## src/rtl/kbd_pkg.sv

```systemverilog
// Shared definitions for the keyboard/mouse event queue.
//   - cap_state_t : capture FSM state encoding (IDLE, ACK, WAIT_LOW)
//   - KBD_ENTRY_W : width of one queue entry (mouse flag + 16-bit data)
//   - kbd_entry_t : packed entry layout, bit 16 mouse flag, bits 15:0 data
//   - make_entry  : builds an entry from its fields
package kbd_pkg;

   typedef enum logic [1:0] {
      ST_IDLE     = 2'd0,
      ST_ACK      = 2'd1,
      ST_WAIT_LOW = 2'd2
   } cap_state_t;

   localparam int KBD_DATA_W    = 16;
   localparam int KBD_ENTRY_W   = 17;
   localparam int KBD_MOUSE_BIT = 16;

   // Field order fixes the bit positions: is_mouse lands on bit 16.
   typedef struct packed {
      logic                  is_mouse;
      logic [KBD_DATA_W-1:0] data;
   } kbd_entry_t;

   function automatic kbd_entry_t make_entry(input logic is_mouse,
                                             input logic [KBD_DATA_W-1:0] data);
      kbd_entry_t e;
      e.is_mouse = is_mouse;
      e.data     = data;
      return e;
   endfunction

endpackage

```

## src/rtl/kbd_fifo.sv

```systemverilog
// First-word-fall-through FIFO for captured input events.
//   clk, rst_n   : clock, asynchronous active-low reset
//   flush        : synchronous clear of pointers and count (beats push/pop)
//   push         : push attempt with wr_data
//   pop_ready    : consumer takes the head entry when valid is high
//   rd_data      : registered head entry
//   valid / full : queue non-empty / queue holds DEPTH entries
//   pop          : a pop happens this cycle
//   push_accept  : the push attempt is stored this cycle
//   push_drop    : the push attempt is lost because the queue is full
// DEPTH must be a power of two (>= 2) so pointers wrap naturally.
module kbd_fifo #(
   parameter int DEPTH = 8,
   parameter int WIDTH = 17
) (
   input  logic             clk,
   input  logic             rst_n,
   input  logic             flush,
   input  logic             push,
   input  logic             pop_ready,
   input  logic [WIDTH-1:0] wr_data,
   output logic [WIDTH-1:0] rd_data,
   output logic             valid,
   output logic             full,
   output logic             pop,
   output logic             push_accept,
   output logic             push_drop
);

   localparam int PTR_W = $clog2(DEPTH);
   localparam int CNT_W = PTR_W + 1;
   localparam logic [CNT_W-1:0] CNT_FULL = CNT_W'(DEPTH);

   logic [WIDTH-1:0] mem [DEPTH];
   logic [PTR_W-1:0] wr_ptr_q, wr_ptr_next;
   logic [PTR_W-1:0] rd_ptr_q, rd_ptr_next;
   logic [CNT_W-1:0] count_q, count_next;
   logic [WIDTH-1:0] head_next;
   logic             head_load;

   assign valid       = (count_q != '0);
   assign full        = (count_q == CNT_FULL);
   assign pop         = valid && pop_ready;
   // A pop frees a slot in the same cycle, so a full queue still accepts.
   assign push_accept = push && (!full || pop);
   assign push_drop   = push && !push_accept;

   // NOTE: every combinational output gets a default first so no path
   // leaves a value unassigned, which would otherwise infer a latch.
   always_comb begin
      wr_ptr_next = wr_ptr_q;
      rd_ptr_next = rd_ptr_q;
      count_next  = count_q;
      if (flush) begin
         wr_ptr_next = '0;
         rd_ptr_next = '0;
         count_next  = '0;
      end else begin
         if (push_accept) wr_ptr_next = wr_ptr_q + PTR_W'(1);
         if (pop)         rd_ptr_next = rd_ptr_q + PTR_W'(1);
         unique case ({push_accept, pop})
            2'b10:   count_next = count_q + CNT_W'(1);
            2'b01:   count_next = count_q - CNT_W'(1);
            default: count_next = count_q;
         endcase
      end
   end

   // The next head is either already in storage or is the word being
   // written this cycle (empty queue, or a pop that drains the last entry
   // while a new one arrives). Hold the old head when the queue empties.
   always_comb begin
      head_load = !flush && (count_next != '0);
      if (push_accept && (rd_ptr_next == wr_ptr_q)) head_next = wr_data;
      else                                          head_next = mem[rd_ptr_next];
   end

   // NOTE: state registers use non-blocking assignments so every flop
   // samples the pre-edge values regardless of statement order.
   always_ff @(posedge clk or negedge rst_n) begin
      if (!rst_n) begin
         wr_ptr_q <= '0;
         rd_ptr_q <= '0;
         count_q  <= '0;
         rd_data  <= '0;
      end else begin
         wr_ptr_q <= wr_ptr_next;
         rd_ptr_q <= rd_ptr_next;
         count_q  <= count_next;
         if (head_load) rd_data <= head_next;
      end
   end

   // NOTE: storage is deliberately left out of reset; the count decides
   // which words are meaningful, and a resettable array costs a lot.
   always_ff @(posedge clk) begin
      if (push_accept && !flush) mem[wr_ptr_q] <= wr_data;
   end

endmodule

```

## src/rtl/kbd_event_queue.sv

```systemverilog
// Keyboard/mouse event queue between the keyboard receiver and the host.
//   clk, rst_n      : clock shared with the receiver, async active-low reset
//   kb_data_ready   : receiver has an event pending (level)
//   kb_is_mouse     : event source, 0 keyboard / 1 mouse
//   kb_data         : 16-bit scan word or mouse delta word
//   kb_retrieved    : one-cycle acknowledge back to the receiver
//   out_valid       : queue non-empty
//   out_ready       : host consumes the head entry this cycle
//   out_data        : head entry data word
//   out_is_mouse    : head entry source flag
//   flush           : synchronous queue clear (also clears overflow_cnt)
//   irq_en, irq     : interrupt enable, registered out_valid & irq_en
//   overflow_cnt    : saturating count of events dropped on a full queue
module kbd_event_queue
   import kbd_pkg::*;
#(
   parameter int DEPTH = 8
) (
   input  logic                  clk,
   input  logic                  rst_n,
   input  logic                  kb_data_ready,
   input  logic                  kb_is_mouse,
   input  logic [KBD_DATA_W-1:0] kb_data,
   output logic                  kb_retrieved,
   output logic                  out_valid,
   input  logic                  out_ready,
   output logic [KBD_DATA_W-1:0] out_data,
   output logic                  out_is_mouse,
   input  logic                  flush,
   input  logic                  irq_en,
   output logic                  irq,
   output logic [7:0]            overflow_cnt
);

   localparam logic [7:0] OVF_MAX = 8'hFF;

   cap_state_t state_q, state_next;
   logic       capture;
   kbd_entry_t wr_entry;
   kbd_entry_t rd_entry;
   logic       fifo_full;
   logic       fifo_pop;
   logic       push_accept;
   logic       push_drop;

   // ---------------- capture FSM ----------------
   // Only IDLE samples the receiver, so one kb_data_ready assertion yields
   // exactly one push attempt however long the level stays high.
   assign capture      = (state_q == ST_IDLE) && kb_data_ready;
   assign kb_retrieved = (state_q == ST_ACK);
   assign wr_entry     = make_entry(kb_is_mouse, kb_data);

   always_comb begin
      state_next = state_q;
      unique case (state_q)
         ST_IDLE:     if (kb_data_ready)  state_next = ST_ACK;
         ST_ACK:                          state_next = ST_WAIT_LOW;
         ST_WAIT_LOW: if (!kb_data_ready) state_next = ST_IDLE;
         default:                         state_next = ST_IDLE;
      endcase
   end

   // Reset returns straight to IDLE, abandoning any handshake, so a level
   // still held after release is taken as a fresh event.
   always_ff @(posedge clk or negedge rst_n) begin
      if (!rst_n) state_q <= ST_IDLE;
      else        state_q <= state_next;
   end

   // ---------------- storage ----------------
   kbd_fifo #(
      .DEPTH (DEPTH),
      .WIDTH (KBD_ENTRY_W)
   ) u_fifo (
      .clk         (clk),
      .rst_n       (rst_n),
      .flush       (flush),
      .push        (capture),
      .pop_ready   (out_ready),
      .wr_data     (wr_entry),
      .rd_data     (rd_entry),
      .valid       (out_valid),
      .full        (fifo_full),
      .pop         (fifo_pop),
      .push_accept (push_accept),
      .push_drop   (push_drop)
   );

   assign out_data     = rd_entry.data;
   assign out_is_mouse = rd_entry.is_mouse;

   // ---------------- overflow counter ----------------
   always_ff @(posedge clk or negedge rst_n) begin
      if (!rst_n) begin
         overflow_cnt <= '0;
      end else if (flush) begin
         overflow_cnt <= '0;
      end else if (push_drop && (overflow_cnt != OVF_MAX)) begin
         overflow_cnt <= overflow_cnt + 8'd1;
      end
   end

   // ---------------- interrupt ----------------
   // Flush also forces irq low so it drops together with out_valid instead
   // of lingering one extra cycle on the pre-flush queue state.
   always_ff @(posedge clk or negedge rst_n) begin
      if (!rst_n) irq <= 1'b0;
      else        irq <= out_valid && irq_en && !flush;
   end

endmodule

```

## config.mk

```make
export PLATFORM = sky130hd
export DESIGN_NAME = kbd_event_queue
export DESIGN_NICKNAME = d
export VERILOG_FILES = /design/src/rtl/kbd_pkg.sv /design/src/rtl/kbd_fifo.sv /design/src/rtl/kbd_event_queue.sv
export SDC_FILE = /design/constraint.sdc
export NUM_CORES = 1
export LEC_CHECK = 0
export ABC_CLOCK_PERIOD_IN_PS = 4900
export CAP_MARGIN = 20
export CORE_MARGIN = 8
export CORE_UTILIZATION = 50
export CTS_BUF_LIST = sky130_fd_sc_hd__clkbuf_16
export CTS_CLUSTER_DIAMETER = 150
export CTS_CLUSTER_SIZE = 28
export DETAILED_ROUTE_END_ITERATION = 16
export GPL_ROUTABILITY_DRIVEN = 1
export GPL_TIMING_DRIVEN = 0
export PLACE_DENSITY = 0.69
export SKIP_CTS_REPAIR_TIMING = 1
export SLEW_MARGIN = 20
export SYNTH_ARGS = -nofsm -noshare
export SYNTH_HDL_FRONTEND = slang
export SYNTH_SLANG_ARGS = --single-unit
```

## constraint.sdc

```tcl
create_clock -name clk -period 4.9 [get_ports clk]
set_input_delay 0.735 -clock clk [delete_from_list [all_inputs] [get_ports clk]]
set_output_delay 0.735 -clock clk [all_outputs]
set_load 0.02 [all_outputs]
```

[Yosys cells after proc, flatten, opt, wreduce, memory -nomap -nowiden]
Memory sizes are Yosys's and may differ from the RTL's. A register that Yosys moved wholly into a read port is not among the register bits.
Index checks and enable logic that the tools add are counted.
Cells by class
  bitwise logic cells: 0
  multipliers: 0
  $add $sub $neg: 5
  equality and inequality tests: 8
  $lt $le $gt $ge: 0
  shift-type cells: 0
  div/mod/pow operators: 0
  mux-type cells: 13
  reductions and logical operators: 20
Operators by type and width (number)
  2-to-1 mux 8 bit: 2
  2-to-1 mux 3 bit: 4
  logical AND 1 bit: 9
  adder 8 x 1 -> 8 bit (second input constant): 1
  != test 8 bit (second input constant): 1
  one-hot mux 4 bit (2 select lines): 1
  nonzero test 4 bit: 2
  adder 3 x 1 -> 3 bit (second input constant): 2
  one-hot mux 2 bit (3 select lines): 1
  adder 4 x 1 -> 4 bit (second input constant): 1
  == test 2 x 1 -> 1 bit (second input constant): 2
  == test 2 bit (second input constant): 2
  == test 4 bit (second input constant): 1
  zero test 1 bit: 4
  2-to-1 mux 2 bit: 2
  2-to-1 mux 4 bit: 1
  != test 2 bit (second input constant): 2
  nonzero test 2 bit: 2
  subtractor 4 x 1 -> 4 bit (second input constant): 1
  zero test 2 bit: 1
  2-to-1 mux 1 bit: 2
  AND reduction 2 bit: 1
  logical OR 1 bit: 1
Storage, ports and cells
  register bits after elaboration: 21
  memories kept: 1
  logic and storage cells: 53
  output and inout port bits: 28
  bits in read-only memories: 0
  input bits: 23
  memory bits (writable): 136
  bits in latches: 0
Memories
  u_fifo.mem: words 8, width 17, rd ports 1, clocked after Yosys merged registers in 1, write ports 1, line kbd_fifo.sv:34  | logic [WIDTH-1:0] mem [DEPTH];

[Longest topological paths before layout]
Gate-level depths: netlist of run 1.
  depth in word-level cells: 9
  gate-level depth with buffers: 13

[Modules after synthesis]
Synthesis of run 1 repeated with hierarchy kept, for this count alone.
Unflattened totals
  cell total of the unflattened synthesis: 545
  area total of the unflattened synthesis: 7771.2 um^2
By module, submodules not included
  kbd_fifo: cells each 490, area an instance 7173.1 um^2, times used 1, seq. area each 4759.6 um^2
  kbd_event_queue: cells each 55, area an instance 598.1 um^2, times used 1, seq. area each 275.3 um^2

[Worst setup path before layout of run 1]
Ideal clock, no wire load.
  kind: input to register
  start: input flush
  end: memory u_fifo.mem[0][0] (enable)
  stages: 6
  arrival: 3484 ps
  data required time: 4459 ps
  library setup time: 441 ps
  slack: 975 ps
  path buffers: 4
  path through: clkbuf_1 -> clkbuf_1 -> buf_1 -> clkbuf_1 -> nor2_1 -> nor4b_1
Between the ends
  word-level cells in the longest chain between the ends: 4
Ends and longest elaborated chain
  start, declared: line kbd_event_queue.sv:29  | input logic flush,
  zero test 1 bit: line kbd_fifo.sv:97  | if (push_accept && !flush) mem[wr_ptr_q] <= wr_data;
  logical AND 1 bit: line kbd_fifo.sv:97
  2-to-1 mux 1 bit: line kbd_fifo.sv:97
  2-to-1 mux 1 bit (implied by the code): line kbd_fifo.sv:97
  end, declared: line kbd_fifo.sv:34
No other way between the ends.

[Worst setup path after layout of run 1]
  start: input kb_data_ready
  end: register u_fifo.rd_data[15] (read register of u_fifo.mem)
Between the ends
  word-level cells in the longest chain between the ends: 7
  elaborated cells on any way between the ends: 8
  those cells by class: 2 x eq/ne; 2 x mux; 4 x reduce/logical
Ends and longest elaborated chain
  start, declared: line kbd_event_queue.sv:21  | input logic kb_data_ready,
  logical AND 1 bit (*): line kbd_event_queue.sv:49  | assign capture = (state_q == ST_IDLE) && kb_data_ready;
  logical AND 1 bit (*): line kbd_fifo.sv:45  | assign push_accept = push && (!full || pop);
  == test 2 x 1 -> 1 bit or == test 2 bit (tied branches): line kbd_fifo.sv:61  | unique case ({push_accept, pop})
  one-hot mux 4 bit (2 select lines) (*): line kbd_fifo.sv:61
  2-to-1 mux 4 bit (*): line kbd_fifo.sv:54  | if (flush) begin
  nonzero test 4 bit (*): line kbd_fifo.sv:73  | head_load = !flush && (count_next != '0);
  logical AND 1 bit (*): line kbd_fifo.sv:73
  end, declared: line kbd_fifo.sv:22  | output logic [WIDTH-1:0] rd_data,
Mark *: on every way between the ends. The rest lies on a longest branch, timed or not.
A chain may end at the register's enable or synchronous reset.

==> results of run 1 <==
==> layer usage <==
layer | share of wire (%) | GRT usage (%) | vias to the layer above | wire length (um)
met5 | 0 | 0 | - | 0
met4 | 3.9 | 10.9 | 0 | 877
met3 | 7.5 | 4.20 | 55 | 1680
met2 | 48 | 33.6 | 312 | 10700
met1 | 41 | 27.3 | 3048 | 9110
li1 | - | - | 2665 | -
==> registers in the layout (all words and copies together) (netlist names) <==
signal,count
overflow_cnt,8
u_fifo.count_q,4
u_fifo.mem,136
u_fifo.rd_ptr_q,3
state_q,2
u_fifo.rd_data,17
u_fifo.wr_ptr_q,3
irq,1
==> power by group through the flow <==
stage	combinational [uW]	clock [uW]	sequential, uW
after floorplan	1370	0	1950
after global placement	2130	0	1860
after detailed placement	2200	0	1870
after CTS	2210	1180	1840
after global routing	2370	1240	1850
final	2230	1170	1840
==> cell type report <==
class | count | share of cell area (%)
inverters | 6 | 0.231
multi-input cells | 375 | 31.3
repair buffers | 66 | 6.31
flip-flops and latches | 174 | 51.6
clock inverters | 15 | 0.692
clock buffers | 17 | 4.36
well taps | 220 | 2.82
plain buffers | 57 | 2.72
==> placed cells by master, fill, tap and decap left out, drive strengths merged, types with 15 or more instances in the layout <==
master and n:
a2111oi 16, clkbuf 53, a22oi 15, clkdlybuf4s50 47
edfxtp 136, a22o 18, mux2 19, dfrtp 38
o221ai 16, nor2 33, nand4 18, inv 18
o211ai 18, a21oi 38, buf 40, o211a 17
==> per-stage QoR <==
step	utilization [%]	hold slack [ps]
2_1_floorplan	-	439
3_3_place_gp	55.3	473
3_5_place_dp	56.4	483
4_1_cts	59.4	240
5_1_grt	59.5	259
6_report	59.5	233
==> worst min-delay path by stage <==
stage                              end  cells after the start  slack (ps)          startpoint
detailed placement  u_fifo.rd_data[15]                      1         480  u_fifo.rd_data[15]
global placement    u_fifo.rd_data[15]                      1         470  u_fifo.rd_data[15]
CTS                    overflow_cnt[5]                      1         240               rst_n
floorplan                          irq                      0         440               rst_n
global route           overflow_cnt[2]                      1         260               rst_n
finish                 overflow_cnt[5]                      1         230               rst_n
==> cell families (layout without fill, tap and decap cells) <==
group | count (synthesis) | after routing | share of synthesized area, %
xor+xnor | 14 | 14 | 1.73
mux | 28 | 28 | 3.65
fa+ha+maj | 6 | 6 | 0.992
flops | 174 | 174 | 60.5
buf+inv | 63 | 161 | 3.46
compound gates | 196 | 196 | 20.4
simple gates | 131 | 131 | 9.29
==> worst max-delay path: cells and delay by family <==
family,cells,cell delay [ps]
adders and majority gates,1,320
muxes,2,550
buffers and inverters,5,1250
and+or+nand+nor,2,530
AOI/OAI and AO/OA,4,910
==> key figures, run 1 <==
Outcome
  – Status: completed

Setup path
  – Critical path endpoint: u_fifo.rd_data[15]
  – CP endpoint kind: register
  – CP max stage delay: ~420 ps
  – CP startpoint kind: primary input
  – Launch point of the worst reg-to-reg path: u_fifo.rd_ptr_q[1]
  – Worst setup startpoint: kb_data_ready
  – R2R setup slack: a little over 900 ps
  – Crit Reg-Reg Endpoint: u_fifo.rd_data[2]
  – Worst path cell trace: clkdlybuf4s50_1 > or3b_1 > clkbuf_1 > inv_1 > nor2_1 > ha_1 > a21o_1 > a21oi_1 > mux2i_1 > o211ai_1 > a211o_1 > buf_2 > buf_6 > mux2_1
  – Worst EP arrival: 4310 ps
  – CP Data Required Time: around 5200 ps
  – Slowest stage cell on the critical path: clkdlybuf4s50_1
  – CP Class: in2reg
  – Reg2Reg Depth: 9
  – CP max FO: 10

Layout
  – Multi-input logic area: approximately 3000 um^2
  – Fillers: between 1000 and 1500
  – Fin cells: 930
  – Reg area: 5030 um^2
  – Nets: between 700 and 800
  – Layout Area Growth over Synthesis: 17.2%
  – Design Area, Final: just under 10000 um^2
  – Antenna cells: 0
  – Share of cells above drive strength 1: 14.8%

Power
  – Switching pwr: between 1500 and 2000 uW
  – Switching Fraction: roughly 38%
  – Pwr Total: roughly 5200 uW
  – Comb pwr share: approximately 43%
  – Clock share of power: around 22%
  – Pleak: approximately 0.0035 uW
  – Max VDD drop: 0.330 mV
  – Pwr Density: 536 nW/um^2
  – Sequential Power Share: a little over a third
  – Cell-internal power: between 3000 and 4000 uW

Logic synthesis
  – Synth warn: 0
  – Register area share after synthesis: between 60% and 70%
  – Post-synth EDFFs: approximately 140
  – Synth Flop Type: edfxtp_1
  – Count of unique library cells instantiated by Yosys: a little under 70
  – Mean post-synth cell area: roughly 14 um^2
  – Synthesized flop and latch total: ~170
  – Synthesized Nets: about 640
  – Ys async rst share: between 20% and 30%
  – Cells after synthesis: about 610
  – Yosys top cell area share: approximately 49%
  – Post-synth top cells: edfxtp_1 (136), a21oi_1 (38), dfrtp_1 (38), clkbuf_1 (36), nor2_1 (33)
  – Most common cell in the synthesized netlist: edfxtp_1
  – Cell Area, Synth: around 8300 um^2
  – Largest area contributor in the netlist: edfxtp_1
  – Synth area leaders: edfxtp_1 (49%), dfrtp_1 (11%), a2111oi_4 (3.0%)

Detailed routing
  – Vias/cell: 6.54
  – DRC Markers: 0
  – ANT nets after route: 0
  – Via count: 6080
  – Pre-antenna DRT Iters: 5
  – Initial drt markers: ~770
  – Routed wire per std cell: approximately 24 um
  – Total Wirelength: 22400 um

Floorplan
  – Core Rows: 47
  – Die area: 21000 um^2
  – I/O pins: 51
  – Core Region: roughly 16000 um^2
  – Die Height: 145 um
  – DIE WIDTH: about 150 um
  – Initial Utilization: roughly half

Global route
  – First-pass GRT wire length: about 35000 um
  – Initial antenna violation count: 0
  – Tot GR Track Use: 21.2%
  – Overflow after GRT: 0
  – Largest net degree at the start of global routing: 23
  – Vias in the first global route: roughly 6100

STA
  – Hold violation total from the final report: 0
  – Fin Setup TNS: 0 ps
  – Slew HR: 36.7%
  – Slew @ Worst Pin: roughly 940 ps
  – Final period util: 81.7%
  – Post-layout min period: 4000 ps
  – Clk_skew: roughly 8.0 ps
  – Final Max Tran Viols: 0
  – RSZ-0062 raised after global routing: no
  – Max frequency: roughly 0.25 GHz
  – Setup violators final: 0
  – Post-route setup slack: roughly 900 ps

Worst hold path
  – Hold Path Class: in2async

Clock tree
  – CTS Buf Count: 17
  – Skew-Pair Late Insertion Delay: 420 ps
  – Clk buf depth: 2
  – CTS tree: yes
  – Clk slew on worst S/H paths: around 60 ps
  – H-tree lvl count: 4
  – Root buffer cell: clkbuf_16
  – Clock Sinks: approximately 170

Run
  – Max-Cap Viols: 0

Place
  – HPWL Detailed: approximately 16000 um
  – Setup WS pre-CTS: 455 ps
  – Global placer's final weighted congestion: between 0.9 and 1
  – Port bufs: 48
  – Dpl cells: roughly 900
  – Placement Cell Area: between 9000 and 10000 um^2
No activity file was read; power rests on OpenSTA's default activity.
==> run 2, diff against run 1 <==
--- a/config.mk
+++ b/config.mk
@@ -5,7 +5,7 @@
 export SDC_FILE = /design/constraint.sdc
 export NUM_CORES = 1
 export LEC_CHECK = 0
-export ABC_CLOCK_PERIOD_IN_PS = 4900
+export ABC_CLOCK_PERIOD_IN_PS = 3370
 export CAP_MARGIN = 20
 export CORE_MARGIN = 8
 export CORE_UTILIZATION = 50
@@ -15,7 +15,7 @@
 export DETAILED_ROUTE_END_ITERATION = 16
 export GPL_ROUTABILITY_DRIVEN = 1
 export GPL_TIMING_DRIVEN = 0
-export PLACE_DENSITY = 0.69
+export PLACE_DENSITY = 0.72
 export SKIP_CTS_REPAIR_TIMING = 1
 export SLEW_MARGIN = 20
 export SYNTH_ARGS = -nofsm -noshare
==> constraint.sdc (replaced) <==
create_clock -name clk -period 3.37 [get_ports clk]
set_input_delay 0.5055 -clock clk [delete_from_list [all_inputs] [get_ports clk]]
set_output_delay 0.5055 -clock clk [all_outputs]
set_load 0.02 [all_outputs]
==> key figures, run 2 (synthesis results as in run 1) <==
Layout
  – Fin cells: 931 (was 930)
  – Biggest regs: u_fifo.mem (136), u_fifo.rd_data (17), overflow_cnt (8) (unchanged)
  – Commonest non-fill, non-tap cell in the layout: edfxtp_1 (unchanged)
  – Final core occ: 61.5% (was 59.5%)
  – Share of cells above drive strength 1: 17.9% (was 14.8%)
  – Nets: 727 (was 726)
  – Max FFs per register: 136 (unchanged)
  – Antenna cells: 0 (unchanged)
  – Layout Area Growth over Synthesis: 21.2% (was 17.2%)
  – Largest Register: u_fifo.mem (unchanged)
  – Most frequent cells in the layout: edfxtp_1 (136), clkdlybuf4s50_1 (47), dfrtp_1 (38) (was edfxtp_1 (136), clkdlybuf4s50_1 (47), a21oi_1 (38), dfrtp_1 (38), clkbuf_1 (36))

Detailed routing
  – Routed wire per std cell: 24.1 um (about the same)
  – Total Wirelength: 22400 um (about the same)
  – Metal3 WL: 1920 um (was 1680 um)
  – Met2 wire length: 10900 um (was 10700 um)
  – ANT nets after route: 0 (unchanged)
  – DRC Markers: 0 (unchanged)
  – Vias/cell: 6.54 (about the same)
  – Top sig layer: met4 (unchanged)
  – Via count: 6091 (was 6080)
  – Pre-antenna DRT Iters: 5 (unchanged)
  – Initial drt markers: 583 (was 767)
  – M1 WL: 8910 um (was 9110 um)

Setup path
  – R2R setup slack: 90 ps (was 930 ps)
  – Launch point of the worst reg-to-reg path: u_fifo.count_q[0] (was u_fifo.rd_ptr_q[1])
  – CP Depth: 10 (was 14)
  – CP delay by family, top: compound AO/OA/AOI/OAI gates (was buffers and inverters)
  – CP startpoint kind: register (was primary input)
  – Reg2Reg Depth: 10 (was 9)
  – CP max FO: 10 (unchanged)
  – Worst setup startpoint: u_fifo.count_q[0] (was kb_data_ready)
  – Slowest stage cell on the critical path: nor3_2 (was clkdlybuf4s50_1)
  – CP Buf/Inv Count: 4 (was 5)
  – Worst path cell trace: clkbuf_4 > o41ai_4 > buf_4 > buf_4 > nor4b_2 > nor3_2 > o211a_1 > buf_4 > o31ai_1 > mux2_2 (was clkdlybuf4s50_1 > or3b_1 > clkbuf_1 > inv_1 > nor2_1 > ha_1 > a21o_1 > a21oi_1 > mux2i_1 > o211ai_1 > a211o_1 > buf_2 > buf_6 > mux2_1)
  – Worst EP arrival: 3590 ps (was 4310 ps)
  – CP Data Required Time: 3690 ps (was 5210 ps)
  – Critical path endpoint: u_fifo.rd_data[7] (was u_fifo.rd_data[15])
  – CP endpoint kind: register (unchanged)
  – CP max stage delay: 600 ps (was 420 ps)
  – CP Class: reg2reg (was in2reg)
  – Crit Reg-Reg Endpoint: u_fifo.rd_data[7] (was u_fifo.rd_data[2])
  – CP dominant cell by count: buf_4

Run
  – Max-Cap Viols: 0 (unchanged)

Clock tree
  – Root buffer cell: clkbuf_16 (unchanged)
  – Clock Sinks: 174 (unchanged)
  – CTS Buf Count: 17 (unchanged)
  – H-tree lvl count: 4 (unchanged)
  – CTS tree: yes (unchanged)
  – Clk slew on worst S/H paths: 70 ps (was 60 ps)
  – Skew-Pair Late Insertion Delay: 430 ps (was 420 ps)
  – Clk buf depth: 2 (unchanged)

STA
  – Hold violation total from the final report: 0 (unchanged)
  – Slew @ Worst Pin: 1130 ps (was 937 ps)
  – Final period util: approximately 100%
  – Slew HR: 23.7% (was 36.7%)
  – Final Max Tran Viols: 0 (unchanged)
  – Post-route setup slack: 90.6 ps (was 896 ps)
  – Clk_skew: 6.32 ps (was 8.02 ps)
  – Setup violators final: 0 (unchanged)
  – Post-layout min period: between 3000 and 4000 ps
  – Max frequency: between 0.3 and 0.4 GHz

Power
  – Comb pwr share: 41.5% (was 42.6%)
  – Cell-internal power: 5380 uW (was 3270 uW)
  – Switching Fraction: 35.7% (was 37.5%)
  – Max VDD drop: 0.672 mV (was 0.330 mV)
  – Sequential Power Share: 31.9% (was 35.1%)
  – Pwr Total: 8360 uW (was 5230 uW)
  – Pwr Density: 829 nW/um^2 (was 536 nW/um^2)
  – Switching pwr: 2980 uW (was 1960 uW)
  – Clock share of power: 26.6% (was 22.3%)
  – Pleak: 0.00361 uW (was 0.00352 uW)

Floorplan
  – Core Rows: 47 (unchanged)
  – Die Height: 145 um (unchanged)
  – I/O pins: 51 (unchanged)
  – DIE WIDTH: 145 um (unchanged)
  – Initial Utilization: 50.7% (unchanged)
  – Core Region: 16400 um^2 (unchanged)
  – Die area: 21000 um^2 (unchanged)

Place
  – Setup WS pre-CTS: -863 ps (was 455 ps)
  – Dpl cells: 893 (was 898)
  – HPWL Detailed: 15400 um (was 15600 um)
  – Global placer's final weighted congestion: 0.888 (was 0.917)
  – Port bufs: 48 (unchanged)

Global route
  – Largest net degree at the start of global routing: 21 (was 23)
  – Overflow after GRT: 0 (unchanged)
  – First-pass GRT wire length: 34900 um (was 34800 um)
  – Initial antenna violation count: 0 (unchanged)
  – Vias in the first global route: 6189 (was 6070)
  – Tot GR Track Use: 21.3% (was 21.2%)

Worst hold path
  – Hold Path Class: in2async (unchanged)

Outcome
  – Status: completed (unchanged)
[run 2: cell types whose count changed in the layout (fill, tap and decap cells not counted), moves of 5 or more]
cell       before  now
clkbuf_1       36   29
buf_4          13   18
inv_2           5    0
clkbuf_2        0    6
bufinv_16       0    5
inv_1          11    5
buf_2          18   11
[run 2: stage by stage]
step / TNS (ps) / area (um^2) / hold slack [ps]
finish: 0 / 10100 / 59.1
global route: -3.91 / 10100 / 83.4
CTS: -6020 / 9960 / 63.0
detailed placement: -14800 / 9280 / 496
global placement: -156990 / 9100 / 474
floorplan: 0 / 8340 / 210
[run 2: worst reg2reg max path, cell delays in order, from the launching register on]
cell and delay, ps:
dfrtp_1 380, clkbuf_4 180, o41ai_4 450, buf_4 210
buf_4 150, nor4b_2 90, nor3_2 610, o211a_1 440
buf_4 260, o31ai_1 120, mux2_2 280
[run 2: final cells by class]
| cell class | instances | area (um^2) |
|---|---|---|
| multi-input cells | 375 | 3120 |
| clock inverters | 13 | 206 |
| plain buffers | 56 | 288 |
| fillers | 1221 | 6320 |
| flip-flops and latches | 174 | 5030 |
| clock buffers | 19 | 475 |
| repair buffers | 68 | 668 |
| well taps | 220 | 275 |
| inverters | 6 | 25.0 |
[run 2: per-layer routing]
layer	up-vias	GRT usage, %
met5	-	0
met4	0	9.31
met3	49	6.06
met2	315	34.5
met1	3065	26.2
li1	2662	-
[run 2: power groups by stage]
stage               Combinational (uW)  Sequential, uW  Clock [uW]
finish                            3470            2670        2230
global route                      3680            2690        2330
CTS                               3240            2670        2250
detailed placement                3220            2710           0
global placement                  3100            2700           0
floorplan                         1990            2830           0
[run 2: worst min path at each step]
stage                             startpoint                  to  slack (ps)
after CTS                              rst_n     overflow_cnt[3]          60
after detailed placement   u_fifo.rd_data[9]   u_fifo.rd_data[9]         500
final                                  rst_n          state_q[1]          60
after global placement    u_fifo.rd_data[15]  u_fifo.rd_data[15]         470
after global routing                   rst_n     overflow_cnt[4]          80
after floorplan                        rst_n                 irq         210
